$ cat src/rtl/seq_divider8.sv
// seq_divider8: iterative 8-bit unsigned restoring divider, one quotient bit per cycle.
// start/busy/done handshake with a fixed 9-cycle latency from accept to done.
module seq_divider8 (
  input  logic       clk,
  input  logic       rst,
  input  logic       start,
  input  logic [7:0] dividend,
  input  logic [7:0] divisor,
  output logic       busy,
  output logic       done,
  output logic [7:0] quotient,
  output logic [7:0] remainder,
  output logic       div_by_zero
);

  typedef enum logic [1:0] {
    IDLE = 2'd0,
    RUN  = 2'd1,
    DONE = 2'd2
  } state_e;

  state_e     state_q, state_d;
  logic [8:0] rem_q, rem_d;
  logic [7:0] shq_q, shq_d;
  logic [7:0] dvs_q, dvs_d;
  logic [2:0] cnt_q, cnt_d;
  logic       zero_q, zero_d;
  logic [7:0] quot_q, quot_d;
  logic [7:0] remout_q, remout_d;
  logic       dbz_q, dbz_d;
  logic       accept;
  logic [8:0] trial;
  logic [8:0] diff;
  logic       ge;

  // The top remainder bit is architecturally zero at completion and never feeds the trial.
  logic       rem_msb_unused;
  assign rem_msb_unused = rem_q[8];

  assign accept = start && (state_q == IDLE || state_q == DONE);

  always_ff @(posedge clk) begin
    if (rst) begin
      state_q  <= IDLE;
      rem_q    <= 9'd0;
      shq_q    <= 8'd0;
      dvs_q    <= 8'd0;
      cnt_q    <= 3'd0;
      zero_q   <= 1'b0;
      quot_q   <= 8'd0;
      remout_q <= 8'd0;
      dbz_q    <= 1'b0;
    end else begin
      state_q  <= state_d;
      rem_q    <= rem_d;
      shq_q    <= shq_d;
      dvs_q    <= dvs_d;
      cnt_q    <= cnt_d;
      zero_q   <= zero_d;
      quot_q   <= quot_d;
      remout_q <= remout_d;
      dbz_q    <= dbz_d;
    end
  end

  always_comb begin
    state_d = state_q;
    case (state_q)
      IDLE:    if (start) state_d = RUN;
      RUN:     if (cnt_q == 3'd7) state_d = DONE;
      DONE:    state_d = start ? RUN : IDLE;
      default: state_d = IDLE;
    endcase
  end

  // Trial subtract in two's complement; a zero divisor always succeeds, giving all-ones quotient.
  always_comb begin
    trial    = {rem_q[7:0], shq_q[7]};
    diff     = trial + ~{1'b0, dvs_q} + 9'd1;
    ge       = (trial >= {1'b0, dvs_q});
    rem_d    = rem_q;
    shq_d    = shq_q;
    dvs_d    = dvs_q;
    cnt_d    = cnt_q;
    zero_d   = zero_q;
    quot_d   = quot_q;
    remout_d = remout_q;
    dbz_d    = dbz_q;
    if (accept) begin
      rem_d  = 9'd0;
      shq_d  = dividend;
      dvs_d  = divisor;
      cnt_d  = 3'd0;
      zero_d = (divisor == 8'd0);
    end else if (state_q == RUN) begin
      rem_d = ge ? diff : trial;
      shq_d = {shq_q[6:0], ge};
      cnt_d = cnt_q + 3'd1;
      if (cnt_q == 3'd7) begin
        quot_d   = shq_d;
        remout_d = rem_d[7:0];
        dbz_d    = zero_q;
      end
    end
  end

  always_comb begin
    busy        = (state_q == RUN);
    done        = (state_q == DONE);
    quotient    = quot_q;
    remainder   = remout_q;
    div_by_zero = dbz_q;
  end

endmodule

$ cat config.mk
export PLATFORM = sky130hd
export DESIGN_NAME = seq_divider8
export DESIGN_NICKNAME = d
export VERILOG_FILES = /design/src/rtl/seq_divider8.sv
export SDC_FILE = /design/constraint.sdc
export NUM_CORES = 1
export LEC_CHECK = 0
export ABC_AREA = 1
export BUFFER_PORTS_ARGS = -buffer_cell sky130_fd_sc_hd__buf_2
export CORE_AREA = 2 2 69 71
export CTS_CLUSTER_DIAMETER = 30
export DETAILED_ROUTE_END_ITERATION = 10
export DIE_AREA = 0 0 71 73
export PLACE_DENSITY = 0.79
export SYNTH_ARGS = -nofsm -noshare
export SYNTH_HDL_FRONTEND = slang
export SYNTH_SLANG_ARGS = --single-unit
$ cat constraint.sdc
create_clock -name clk -period 2.2 [get_ports clk]
set_clock_uncertainty 0.2 [all_clocks]
set_input_delay 0.11 -clock clk [delete_from_list [all_inputs] [get_ports clk]]
set_output_delay 0.11 -clock clk [all_outputs]
set_load 0.01 [all_outputs]
; Word level (Yosys, flattened, before mapping)
; Cells that the tools add are included.
[totals]
regBits = 47
word_cells = 35
inputBits = 19
out_inout_bits = 19
[classes]
muxes = 7
n_lt_le_gt_ge = 1
n_eq_ne = 5
bitwise = 2
add_sub_neg = 3
n_reduce_logical = 8
[ops]
columns = operator, n
row1 = 8-bit 2-to-1 mux, 3
row2 = 9-bit by 8-bit >= comparator with 1-bit output, 1
row3 = 8-bit by 1-bit adder with 8-bit output (second input constant), 1
row4 = 8-bit adder, 1
row5 = 8-bit logical NOT, 1
row6 = 8-bit NOT, 1
row7 = 2-bit one-hot mux with 3 select lines, 1
row8 = 2-bit 2-to-1 mux, 2
row9 = 3-bit by 1-bit adder with 3-bit output (second input constant), 1
row10 = 3-bit == test (second input constant), 1
row11 = 3-bit AND reduction, 1
row12 = 2-bit by 1-bit == test with 1-bit output (second input constant), 1
row13 = 2-bit == test (second input constant), 1
row14 = 2-bit logical NOT, 1
row15 = 2-bit by 1-bit inequality test with 1-bit output (second input constant), 1
row16 = 2-bit inequality test (second input constant), 1
row17 = 2-bit AND reduction, 1
row18 = 2-bit nonzero test, 1
row19 = 2-bit OR reduction, 1
row20 = 1-bit logical AND, 1
row21 = 1-bit logical OR, 1
row22 = 1-bit 2-to-1 mux, 1
row23 = 1-bit NOT, 1

; Logic depth before layout (Yosys ltp)
; Gate-level depths: netlist (run 1).
[depth]
depth_word = 5
mapped_depth = 13
ltp_nobuf = 13

; Worst setup path after synthesis (run 1)
; Ideal clock, no wire load.
[synth_timing]
kind = register to register
from = register shq_q[7]
to = register remout_q[4] (netlist: remainder[4])
required_ns = 1.941
setup_ns = 0.059
slack_ns = 0.405
path_buffers = 0
stages_incl_launch_ff = 12
t_arrival_ns = 1.537
synth_period_minus_slack_ns = 1.795
path_cell_list = dfxtp_1 -> inv_1 -> ha_1 -> fa_1 -> inv_1 -> nand3_1 -> nand3_1 -> xor2_1 -> nand2_2 -> nand2_1 -> nand2_1 -> nand2_1
[synth_between]
elab_chain_len = 3
elab_cells_between_ends = 4
cone_classes = add/sub (2) / order compare (1) / mux (1)
[synth_rtl]
columns = item, line
row1 = start: declaration, 24  ; logic [7:0] shq_q, shq_d;
row2 = start signal: assignment, 56  ; shq_q <= shq_d;
row3 = 8-bit adder, 79  ; diff = trial + ~{1'b0, dvs_q} + 9'd1;
row4 = 8-bit by 1-bit adder with 8-bit output, 79
row5 = 8-bit 2-to-1 mux (*), 96  ; rem_d = ge ? diff : trial;
row6 = end signal: assignment, 61  ; remout_q <= remout_d;
row7 = end: declaration, 29  ; logic [7:0] remout_q, remout_d;
; Mark *: on every way between the ends. The rest lies on a longest branch, timed or not.
; A chain may end at the register's enable or synchronous reset.

; Worst setup path after layout (run 1)
[layout_timing]
from = register dvs_q[6]
to = register rem_q[5]
[layout_between]
elab_chain_len = 2
[layout_rtl]
columns = item, line
row1 = start: declaration, 25  ; logic [7:0] dvs_q, dvs_d;
row2 = start signal: assignment, 57  ; dvs_q <= dvs_d;
row3 = 9-bit by 8-bit >= comparator with 1-bit output, 80  ; ge = (trial >= {1'b0, dvs_q});
row4 = 8-bit 2-to-1 mux, 96
row5 = end signal: assignment, 55  ; rem_q <= rem_d;
row6 = end: declaration, 23  ; logic [8:0] rem_q, rem_d;
; Every way passes these cells.

==> metrics.log, run 1 <==
INFO  metric status = completed
INFO  metric met3_wl_post_dr = 384 um
INFO  metric slew-limit-headroom = 73.4%
INFO  metric crit_path_start_kind = register
INFO  metric grt_overflow_total = 0
INFO  metric routed_wire_length_per_instance = 13.5 um
INFO  metric io_buffer_count = 37
INFO  metric maximum_number_of_pins_on_one_net_before_global_route_repair = 19
INFO  metric cts_tree = yes
INFO  metric final.fill_count = 387
INFO  metric first_global_vias = 2256
INFO  metric ys_ff_latch = 47
INFO  metric detail_route.drc_violations = 0
INFO  metric non_filler_instance_count_after_layout = 451
INFO  metric clock_latency_of_the_later_clocked_register_in_the_worst_skew_pair = 0.30 ns
INFO  metric final.period_utilization = 93.8%
INFO  metric arrival = 2.07 ns
INFO  metric routed-via-count = 2371
INFO  metric worst_slew_pin_slew = 0.399 ns
INFO  metric syn_to_final_growth = 22.1%
INFO  metric die-height = 73 um
INFO  metric layout_cell_share_with_drive_strength_beyond_1 = 19.1%
INFO  metric gp_routability_congestion = 0.880
INFO  metric die_area = 0.00518 mm2
INFO  metric setup_repair_after_global_routing_missed_its_margin = false
INFO  metric placementRows = 25
INFO  metric critical_path.cell_chain = inv_1, ha_1, nand2_1, nand2_1, nand2_1, nand2_2, nor2_4, nand2_8, nand2_2, nand3_1, nand2_1, inv_1
INFO  metric cts.path.max_buffers = 2
INFO  metric path_max_fanout = 10
INFO  metric nets = 426
INFO  metric finalCriticalPeriod = 2.06 ns
INFO  metric final_max_slew_viol_count = 0
INFO  metric synthesis.area_per_instance = 7.10 um2
INFO  metric antenna_found_initial = 0
INFO  metric cp.required = 2.21 ns
INFO  metric syn_inst = 340
INFO  metric floorplan.initialDensity = 53.2%
INFO  metric drt_iter0_markers = 199
INFO  metric hold_viol = 0
INFO  metric fp.dieW = 71 um
INFO  metric hold_ws = 0.168 ns
INFO  metric leakagePower = 0.00155 uW
INFO  metric antenna_violating_nets_post_route = 0
INFO  metric yosys.area.top_type = sky130_fd_sc_hd__dfxtp_1
INFO  metric grt_pass1_wl = 10.4 mm
INFO  metric worst_hold_path_class = in2reg
INFO  metric detailedRoute.firstPassIterationCount = 5
INFO  metric finalSetupViolations = 0
INFO  metric critical_path.endpoint_type = register
INFO  metric synth.yosys.warnings = 0
INFO  metric timing.critical_path.slowest_stage_cell = sky130_fd_sc_hd__dfxtp_1
INFO  metric met2RoutedLength = 3.07 mm
INFO  metric synth.net_count = 370
INFO  metric cap_viol_max_count = 0
INFO  metric vdd_drop_max = 0.411 mV
INFO  metric diodes = 0
INFO  metric power-per-cell-area = 704 mW/mm2
INFO  metric ctsHtreeMaxLevel = 2
INFO  metric coreArea = 0.00454 mm2
INFO  metric routed_wirelength = 6.11 mm
INFO  metric finalSetupTns = 0 ns
INFO  metric achievable-frequency = 485 MHz
INFO  metric post-place-cells = 425
INFO  metric vias_per_std_cell = 5.26
INFO  metric numCtsBuffers = 5
INFO  metric count_of_unique_library_cells_instantiated_by_yosys = 32
INFO  metric kind_of_critical_path = reg2reg
INFO  metric dpl.hpwl = 4.28 mm
INFO  metric synth_sequential_area_ratio = 39.0%
INFO  metric top_layer = met4
INFO  metric grtUsageTotal = 25.6%
INFO  metric crit_path_max_incr_delay = 0.34 ns
INFO  metric clkSlewWorstSetupHoldPaths = 0.09 ns
INFO  metric cts_root_buffer = sky130_fd_sc_hd__clkbuf_8
INFO  metric crit_top_cell = sky130_fd_sc_hd__nand2_1
INFO  metric yosysTopAreaCellShare = 39.0%
INFO  metric wl_met1 = 2.55 mm
INFO  metric synthesis.area = 0.00241 mm2
INFO  metric synth.area.top_cells = sky130_fd_sc_hd__dfxtp_1, sky130_fd_sc_hd__nand2_1, sky130_fd_sc_hd__inv_1
INFO  metric cts_num_sinks = 47
INFO  metric design.portCount = 38
## cells in the mapped netlist
cell and instances:
sky130_fd_sc_hd__nand2_1 67, sky130_fd_sc_hd__dfxtp_1 47, sky130_fd_sc_hd__inv_1 47, sky130_fd_sc_hd__nor2_1 38
sky130_fd_sc_hd__nand3_1 33, sky130_fd_sc_hd__o21ai_0 26, sky130_fd_sc_hd__a21oi_1 18, sky130_fd_sc_hd__nand2_2 12
sky130_fd_sc_hd__ha_1 10, sky130_fd_sc_hd__buf_2 5, sky130_fd_sc_hd__clkbuf_1 5, sky130_fd_sc_hd__a211oi_1 3
sky130_fd_sc_hd__a221oi_1 3, sky130_fd_sc_hd__nor2_2 3, sky130_fd_sc_hd__nand4_1 2, sky130_fd_sc_hd__nor2_4 2
sky130_fd_sc_hd__or2_2 2, sky130_fd_sc_hd__xnor2_1 2, sky130_fd_sc_hd__xor2_1 2, sky130_fd_sc_hd__buf_1 1
sky130_fd_sc_hd__buf_4 1, sky130_fd_sc_hd__clkinv_1 1, sky130_fd_sc_hd__fa_1 1, sky130_fd_sc_hd__inv_2 1
sky130_fd_sc_hd__nand2_4 1, sky130_fd_sc_hd__nand2_8 1, sky130_fd_sc_hd__nand3_2 1, sky130_fd_sc_hd__nor3_2 1
sky130_fd_sc_hd__o21a_1 1, sky130_fd_sc_hd__o21bai_1 1, sky130_fd_sc_hd__o31ai_1 1, sky130_fd_sc_hd__or2_4 1
## cell families after synthesis
| logic type | Yosys count | share of synthesized area (%) |
|---|---|---|
| xor+xnor | 4 | 1.45 |
| simple gates | 164 | 31.5 |
| compound gates | 53 | 12.1 |
| buf+inv | 61 | 9.91 |
| flops | 47 | 39.0 |
| fa+ha+maj | 11 | 6.02 |
## worst max-delay path: cells and delay by family, from the launching register on
family	cells	cell delay, ns
and+or+nand+nor	9	0.99
DFF	1	0.34
adders and majority gates	1	0.33
buffers and inverters	2	0.09
## report_power, final
group          leakage, uW  switching, uW  total (uW)  internal, uW
combinational      0.00111            378         602           224
clock            0.0000484            293         551           258
sequential        0.000384           28.4         920           892
total              0.00155            700        2070          1370
## worst paths after layout
kind / slack [ns] / depth (start not counted) / start / end
max: 0.14 / 12 / dvs_q[6] / rem_q[5]
min reg2reg: 0.27 / 2 / remainder[3] / remainder[3]
min: 0.17 / 5 / start / dvs_q[4]
max reg2reg: 0.14 / 12 / dvs_q[6] / rem_q[5]
## timing repair
item,in CTS,in global routing
hold endpoints to repair,19,0
hold buffers,18,0
buffers inserted,0,0
endpoints found under the setup margin,0,1
resized for setup,0,1
## per-stage QoR
stage          total power (uW)  utilization, %  setup WS, ns  area (um2)
4_1_cts                    2070            64.9         0.135        2940
3_5_place_dp               1500            58.8         0.148        2670
5_1_grt                    2190            65.0        0.0156        2950
6_report                   2070            65.0         0.137        2950
3_3_place_gp               1490            58.8         0.231        2670
2_1_floorplan              1370               -         0.405        2410
## cells in the final DEF (no fill, tap or decap), drive strengths merged
cell | synthesis | layout
dlygate4sd3 | 0 | 18
a21oi | 18 | 18
buf | 7 | 43
nand2 | 81 | 81
xor2 | 2 | 2
o21bai | 1 | 1
dfxtp | 47 | 47
nor2 | 43 | 43
a211oi | 3 | 3
o21a | 1 | 1
nor3 | 1 | 1
inv | 48 | 47
xnor2 | 2 | 2
a221oi | 3 | 3
o31ai | 1 | 1
nand4 | 2 | 2
clkbuf | 5 | 7
fa | 1 | 1
or2 | 3 | 3
nand3 | 34 | 34
clkinvlp | 0 | 1
o21ai | 26 | 26
ha | 10 | 10
clkinv | 1 | 2
## per-layer routing
metal / global-route usage (%) / up-vias
met4: 11.7 / 0
met3: 4.97 / 9
met5: 0 / -
met2: 43.9 / 88
met1: 31.1 / 1085
li1: - / 1189
## sequential cells by signal (all words and copies together) (netlist names)
register,flops
cnt_q,3
div_by_zero,1
dvs_q,8
quotient,8
rem_q,8
remainder,8
shq_q,8
state_q,2
zero_q,1
## cell type report
type | count | area, um2 | area share (%)
sequential | 47 | 941 | 31.9
multi-input combinational | 232 | 1230 | 41.8
clock buffer | 7 | 86.3 | 2.93
clock inverter | 1 | 8.76 | 0.297
timing repair buffer | 61 | 423 | 14.4
inverter | 49 | 188 | 6.37
tap | 54 | 67.6 | 2.29
Note: power is estimated with default switching activity, not from simulation.
==> inputs of run 2 (changes only) <==
Settings changed: CORE_AREA 2 2 69 71 to 2 2 67 69, DIE_AREA 0 0 71 73 to 0 0 69 71, PLACE_DENSITY 0.79 to 0.83.
Clock period 2.2 ns to 2.4 ns, I/O delays scaled along.
==> run 2 against run 1 <==
Effect of this change: sequential cell count unchanged; register-to-register slack improved by 0.22 ns; critical path depth decreased by 6; via count decreased by 0.89%; combinational power decreased by 9.8%; design area decreased by 0.59%; wire length decreased by 4.8%; worst setup slack improved by 0.17 ns; first-iteration DRC count decreased by 38%; sequential power decreased by 8.3%; clock-buffer cell count decreased by 2; highest routed layer unchanged.
==> metrics.log, run 2 (synthesized netlist as in run 1, its figures left out) <==
INFO  metric status = completed
INFO  metric ctsHtreeMaxLevel = 2
INFO  metric clkSlewWorstSetupHoldPaths = 0.08 ns
INFO  metric worstRegToRegCells = 12
INFO  metric nets = 428
INFO  metric final.period_utilization = 87.3%
INFO  metric antenna_found_initial = 0
INFO  metric path_max_fanout = 15
INFO  metric final_max_slew_viol_count = 0
INFO  metric io_buffer_count = 37
INFO  metric post_cts_resize_count = 0
INFO  metric detailedRoute.firstPassIterationCount = 4
INFO  metric grt_overflow_total = 0
INFO  metric achievable-frequency = 477 MHz
INFO  metric cts_root_buffer = sky130_fd_sc_hd__clkbuf_8
INFO  metric fp.dieW = 69 um
INFO  metric routed_wirelength = 5.82 mm
INFO  metric worstHoldStart = start
INFO  metric setup_repair_after_global_routing_missed_its_margin = false
INFO  metric non_filler_instance_count_after_layout = 449
INFO  metric worstReg2RegEnd = rem_q[6]
INFO  metric routed-via-count = 2350
INFO  metric cts_tree = yes
INFO  metric power-per-cell-area = 628 mW/mm2
INFO  metric finalSetupViolations = 0
INFO  metric gp_routability_congestion = 0.876
INFO  metric layout_cell_share_with_drive_strength_beyond_1 = 18.6%
INFO  metric hold_viol = 0
INFO  metric leakagePower = 0.00155 uW
INFO  metric clock_latency_of_the_later_clocked_register_in_the_worst_skew_pair = 0.30 ns
INFO  metric numCtsBuffers = 5
INFO  metric rr_startpoint = dvs_q[6]
INFO  metric maximum_number_of_pins_on_one_net_before_global_route_repair = 19
INFO  metric cp.required = 2.44 ns
INFO  metric post-place-cells = 422
INFO  metric grt_pass1_wl = 10.2 mm
INFO  metric mostFrequentLayoutCells = sky130_fd_sc_hd__nand2_1, sky130_fd_sc_hd__inv_1, sky130_fd_sc_hd__dfxtp_1
INFO  metric worst_hold_path_class = in2reg
INFO  metric hold-path-endpoint = shq_q[4]
INFO  metric vias_per_std_cell = 5.23
INFO  metric cap_viol_max_count = 0
INFO  metric detail_route.drc_violations = 0
INFO  metric kind_of_critical_path = in2reg
INFO  metric slew-limit-headroom = 64.4%
INFO  metric dpl.hpwl = 4.11 mm
INFO  metric final_common_cell = sky130_fd_sc_hd__nand2_1
INFO  metric grtUsageTotal = 25.7%
INFO  metric routed_wire_length_per_instance = 13.0 um
INFO  metric coreArea = 0.00420 mm2
INFO  metric die-height = 71 um
INFO  metric placementRows = 24
INFO  metric syn_to_final_growth = 21.4%
INFO  metric design.portCount = 38
INFO  metric floorplan.initialDensity = 57.4%
INFO  metric worst_hold_path.num_cells = 5
INFO  metric finalSetupTns = 0 ns
INFO  metric cts.path.max_buffers = 2
INFO  metric arrival = 2.14 ns
INFO  metric r2r_slack = 0.36 ns
INFO  metric first_global_vias = 2276
INFO  metric hold_ws = 0.00616 ns
INFO  metric drt_iter0_markers = 124
INFO  metric design_power_total = 1840 uW
INFO  metric finalCriticalPeriod = 2.09 ns
INFO  metric die_area = 0.00490 mm2
INFO  metric worst_slew_pin_slew = 0.533 ns
INFO  metric diodes = 0
INFO  metric critical_path.endpoint_type = register
INFO  metric antenna_violating_nets_post_route = 0
INFO  metric cts_num_sinks = 47
INFO  metric crit_path_start_kind = input port
INFO  metric vdd_drop_max = 0.467 mV
INFO  metric layout.core_utilization = 69.7%
==> run 2: cell count changes in the layout (fill, tap and decap cells not counted), sizes merged <==
| cell | previous run | this run |
|---|---|---|
| clkbuf | 7 | 5 |
| dlygate4sd3 | 18 | 20 |
| clkinv | 2 | 1 |
| inv | 47 | 48 |
==> run 2: worst max path at each step <==
stage | slack (ns) | endpoint | cells past startpoint | startpoint
floorplan | 0.60 | remainder[4] | 11 | shq_q[7]
global placement | 0.39 | remainder[4] | 11 | shq_q[7]
detailed placement | 0.39 | rem_q[6] | 12 | dvs_q[6]
CTS | 0.14 | shq_q[5] | 6 | state_q[0]
global route | 0.19 | zero_q | 6 | rst
finish | 0.31 | zero_q | 6 | rst
==> run 2: worst max-delay path: stages <==
cell,delay [ns]
sky130_fd_sc_hd__dlygate4sd3_1,0.53
sky130_fd_sc_hd__buf_2,0.17
sky130_fd_sc_hd__inv_1,0.30
sky130_fd_sc_hd__nand4_1,0.17
sky130_fd_sc_hd__o31ai_1,0.27
sky130_fd_sc_hd__dlygate4sd3_1,0.58
==> run 2: what timing repair did <==
action	in CTS	in global routing
endpoints found under the setup margin	0	2
hold endpoints to repair	19	0
buffers inserted	0	1
hold buffers	20	0
==> run 2: power breakdown <==
| group | total [uW] | switching [uW] | internal, uW |
|---|---|---|---|
| sequential | 844 | 26.4 | 817 |
| combinational | 543 | 339 | 204 |
| clock | 452 | 259 | 194 |
==> run 2: layout make-up <==
| cell class | instances | area [um2] |
|---|---|---|
| multi-input cells | 232 | 1230 |
| well taps | 52 | 65.1 |
| clock inverters | 1 | 7.51 |
| flip-flops and latches | 47 | 941 |
| clock buffers | 5 | 68.8 |
| inverters | 49 | 184 |
| repair buffers | 63 | 430 |
| fillers | 346 | 1270 |
==> run 2: through the flow <==
step	setup slack (ns)	instance area [um2]
floorplan	0.605	2410
global placement	0.385	2650
detailed placement	0.394	2650
CTS	0.144	2920
global route	0.188	2930
finish	0.305	2930
==> run 2: per-layer routing <==
layer | track usage, % | part of all wire (%)
met2 | 44.2 | 49
met1 | 33.2 | 44
met4 | 7.84 | 1.6
met3 | 4.42 | 5.5
met5 | 0 | 0
==> inputs of run 3 (changes only) <==
Settings changed: GPL_TIMING_DRIVEN from default to 0.
==> run 3 against run 2 <==
Effect of this change: power is 3.2% higher; final cell count is 1.3% higher; worst hold slack better by 0.053 ns; sequential power hardly changed; clock power is 12% higher; design area is 0.68% higher; fmax is 1.7% lower; critical path type is now reg2reg; critical endpoint is now shq_q[1]; largest cell class unchanged.
==> metrics.log, run 3 (synthesized netlist as in run 1, its figures left out) <==
INFO  metric finalSetupViolations = 0
INFO  metric achievable-frequency = 469 MHz
INFO  metric design.portCount = 38
INFO  metric coreArea = 0.00420 mm2
INFO  metric fp.dieW = 69 um
INFO  metric cp.required = 2.45 ns
INFO  metric worstReg2RegEnd = shq_q[1]
INFO  metric maximum_number_of_pins_on_one_net_before_global_route_repair = 15
INFO  metric antenna_violating_nets_post_route = 0
INFO  metric place_worst_setup_slack = 0.321 ns
INFO  metric dpl.hpwl = 4.16 mm
INFO  metric critical_path.endpoint_type = register
INFO  metric detailedRoute.firstPassIterationCount = 4
INFO  metric cts_tree = yes
INFO  metric top_layer = met4
INFO  metric worstHoldStart = start
INFO  metric final.fill_count = 362
INFO  metric setup_repair_after_global_routing_missed_its_margin = false
INFO  metric final_instance_area = 0.00295 mm2
INFO  metric vias_per_std_cell = 5.28
INFO  metric cts.path.max_buffers = 2
INFO  metric antenna_found_initial = 0
INFO  metric postPlaceCellArea = 0.00266 mm2
INFO  metric met2RoutedLength = 2.95 mm
INFO  metric power-per-cell-area = 643 mW/mm2
INFO  metric slew-limit-headroom = 62.6%
INFO  metric worst_hold_path_class = in2reg
INFO  metric worst_hold_path.num_cells = 5
INFO  metric hold_viol = 0
INFO  metric final-seq-area = 941 um2
INFO  metric status = completed
INFO  metric cts_root_buffer = sky130_fd_sc_hd__clkbuf_8
INFO  metric kind_of_critical_path = reg2reg
INFO  metric layout_cell_share_with_drive_strength_beyond_1 = 18.4%
INFO  metric ctsHtreeMaxLevel = 2
INFO  metric cp-startpoint = state_q[0]
INFO  metric grt_overflow_total = 0
INFO  metric die-height = 71 um
INFO  metric gp_routability_congestion = 0.923
INFO  metric leakagePower = 0.00156 uW
INFO  metric final.period_utilization = 88.8%
INFO  metric cts_setup_buffers = 0
INFO  metric clock_latency_of_the_later_clocked_register_in_the_worst_skew_pair = 0.30 ns
INFO  metric cap_viol_max_count = 0
INFO  metric drt_iter0_markers = 159
INFO  metric layout.core_utilization = 70.1%
INFO  metric post-route-worst-setup-slack = 0.270 ns
INFO  metric final_common_cell = sky130_fd_sc_hd__nand2_1
INFO  metric worst_slew_pin_slew = 0.562 ns
INFO  metric met3_wl_post_dr = 326 um
INFO  metric floorplan.initialDensity = 57.4%
INFO  metric vdd_drop_max = 0.329 mV
INFO  metric finalSetupTns = 0 ns
INFO  metric cts_num_sinks = 47
INFO  metric syn_to_final_growth = 22.3%
INFO  metric mostFrequentLayoutCells = sky130_fd_sc_hd__nand2_1, sky130_fd_sc_hd__inv_1, sky130_fd_sc_hd__dfxtp_1
INFO  metric crit_path_start_kind = register
INFO  metric hold-path-endpoint = shq_q[5]
INFO  metric io_buffer_count = 36
INFO  metric placementRows = 24
INFO  metric diodes = 0
INFO  metric finalCriticalPeriod = 2.13 ns
INFO  metric routed_wire_length_per_instance = 13.2 um
INFO  metric rr_startpoint = state_q[0]
INFO  metric r2r_slack = 0.27 ns
INFO  metric detail_route.drc_violations = 0
INFO  metric worstRegToRegCells = 6
INFO  metric grt_pass1_wl = 9.89 mm
INFO  metric numCtsBuffers = 5
INFO  metric wl_met1 = 2.57 mm
INFO  metric routed-via-count = 2404
INFO  metric first_global_vias = 2282
INFO  metric arrival = 2.18 ns
INFO  metric nets = 433
INFO  metric die_area = 0.00490 mm2
INFO  metric path_max_fanout = 10
INFO  metric design_power_total = 1900 uW
INFO  metric grtUsageTotal = 25.1%
INFO  metric multi_input_comb_area = 0.00123 mm2
INFO  metric clkSlewWorstSetupHoldPaths = 0.09 ns
INFO  metric routed_wirelength = 6.00 mm
INFO  metric final_max_slew_viol_count = 0
==> run 3: where the power goes <==
| group | total (uW) | internal [uW] | switching [uW] |
|---|---|---|---|
| sequential | 843 | 817 | 25.6 |
| clock | 505 | 232 | 273 |
| combinational | 549 | 204 | 346 |
==> run 3: per-stage QoR <==
stage	cells	hold slack, ns
4_1_cts	455	0.0541
3_3_place_gp	428	0.177
5_1_grt	455	0.0742
6_report	455	0.0594
3_5_place_dp	428	0.176
2_1_floorplan	340	0.0628
==> run 3: repair_timing <==
action                    4_1_cts  5_1_grt
hold buffers                   20        0
gates resized for setup         0        0
hold endpoints to repair       18        0
==> run 3: area by class of cell <==
cell class	instances	area share, %
clock inverters	1	0.297
inverters	49	6.24
clock buffers	6	2.80
well taps	52	2.21
flip-flops and latches	47	31.9
repair buffers	56	12.9
multi-input cells	232	41.8
plain buffers	12	1.87
==> run 3: worst max-delay path: stages, from the launching register on <==
cell and delay [ns]:
sky130_fd_sc_hd__dfxtp_1 0.40, sky130_fd_sc_hd__nand2_1 0.12, sky130_fd_sc_hd__buf_2 0.20, sky130_fd_sc_hd__nand2_2 0.15
sky130_fd_sc_hd__inv_1 0.11, sky130_fd_sc_hd__a221oi_1 0.29, sky130_fd_sc_hd__dlygate4sd3_1 0.61
==> run 3: worst max path at each step <==
stage	endpoint	cells past startpoint
floorplan	remainder[4]	11
global placement	remainder[7]	12
detailed placement	remainder[7]	12
CTS	remainder[7]	12
global route	shq_q[1]	6
finish	shq_q[1]	6
==> run 3: metal layers <==
metal  track usage [%]  up-vias
li1                  -     1204
met1              29.2     1109
met2              44.6       79
met3              4.84       12
met4              12.0        0
met5                 0        -
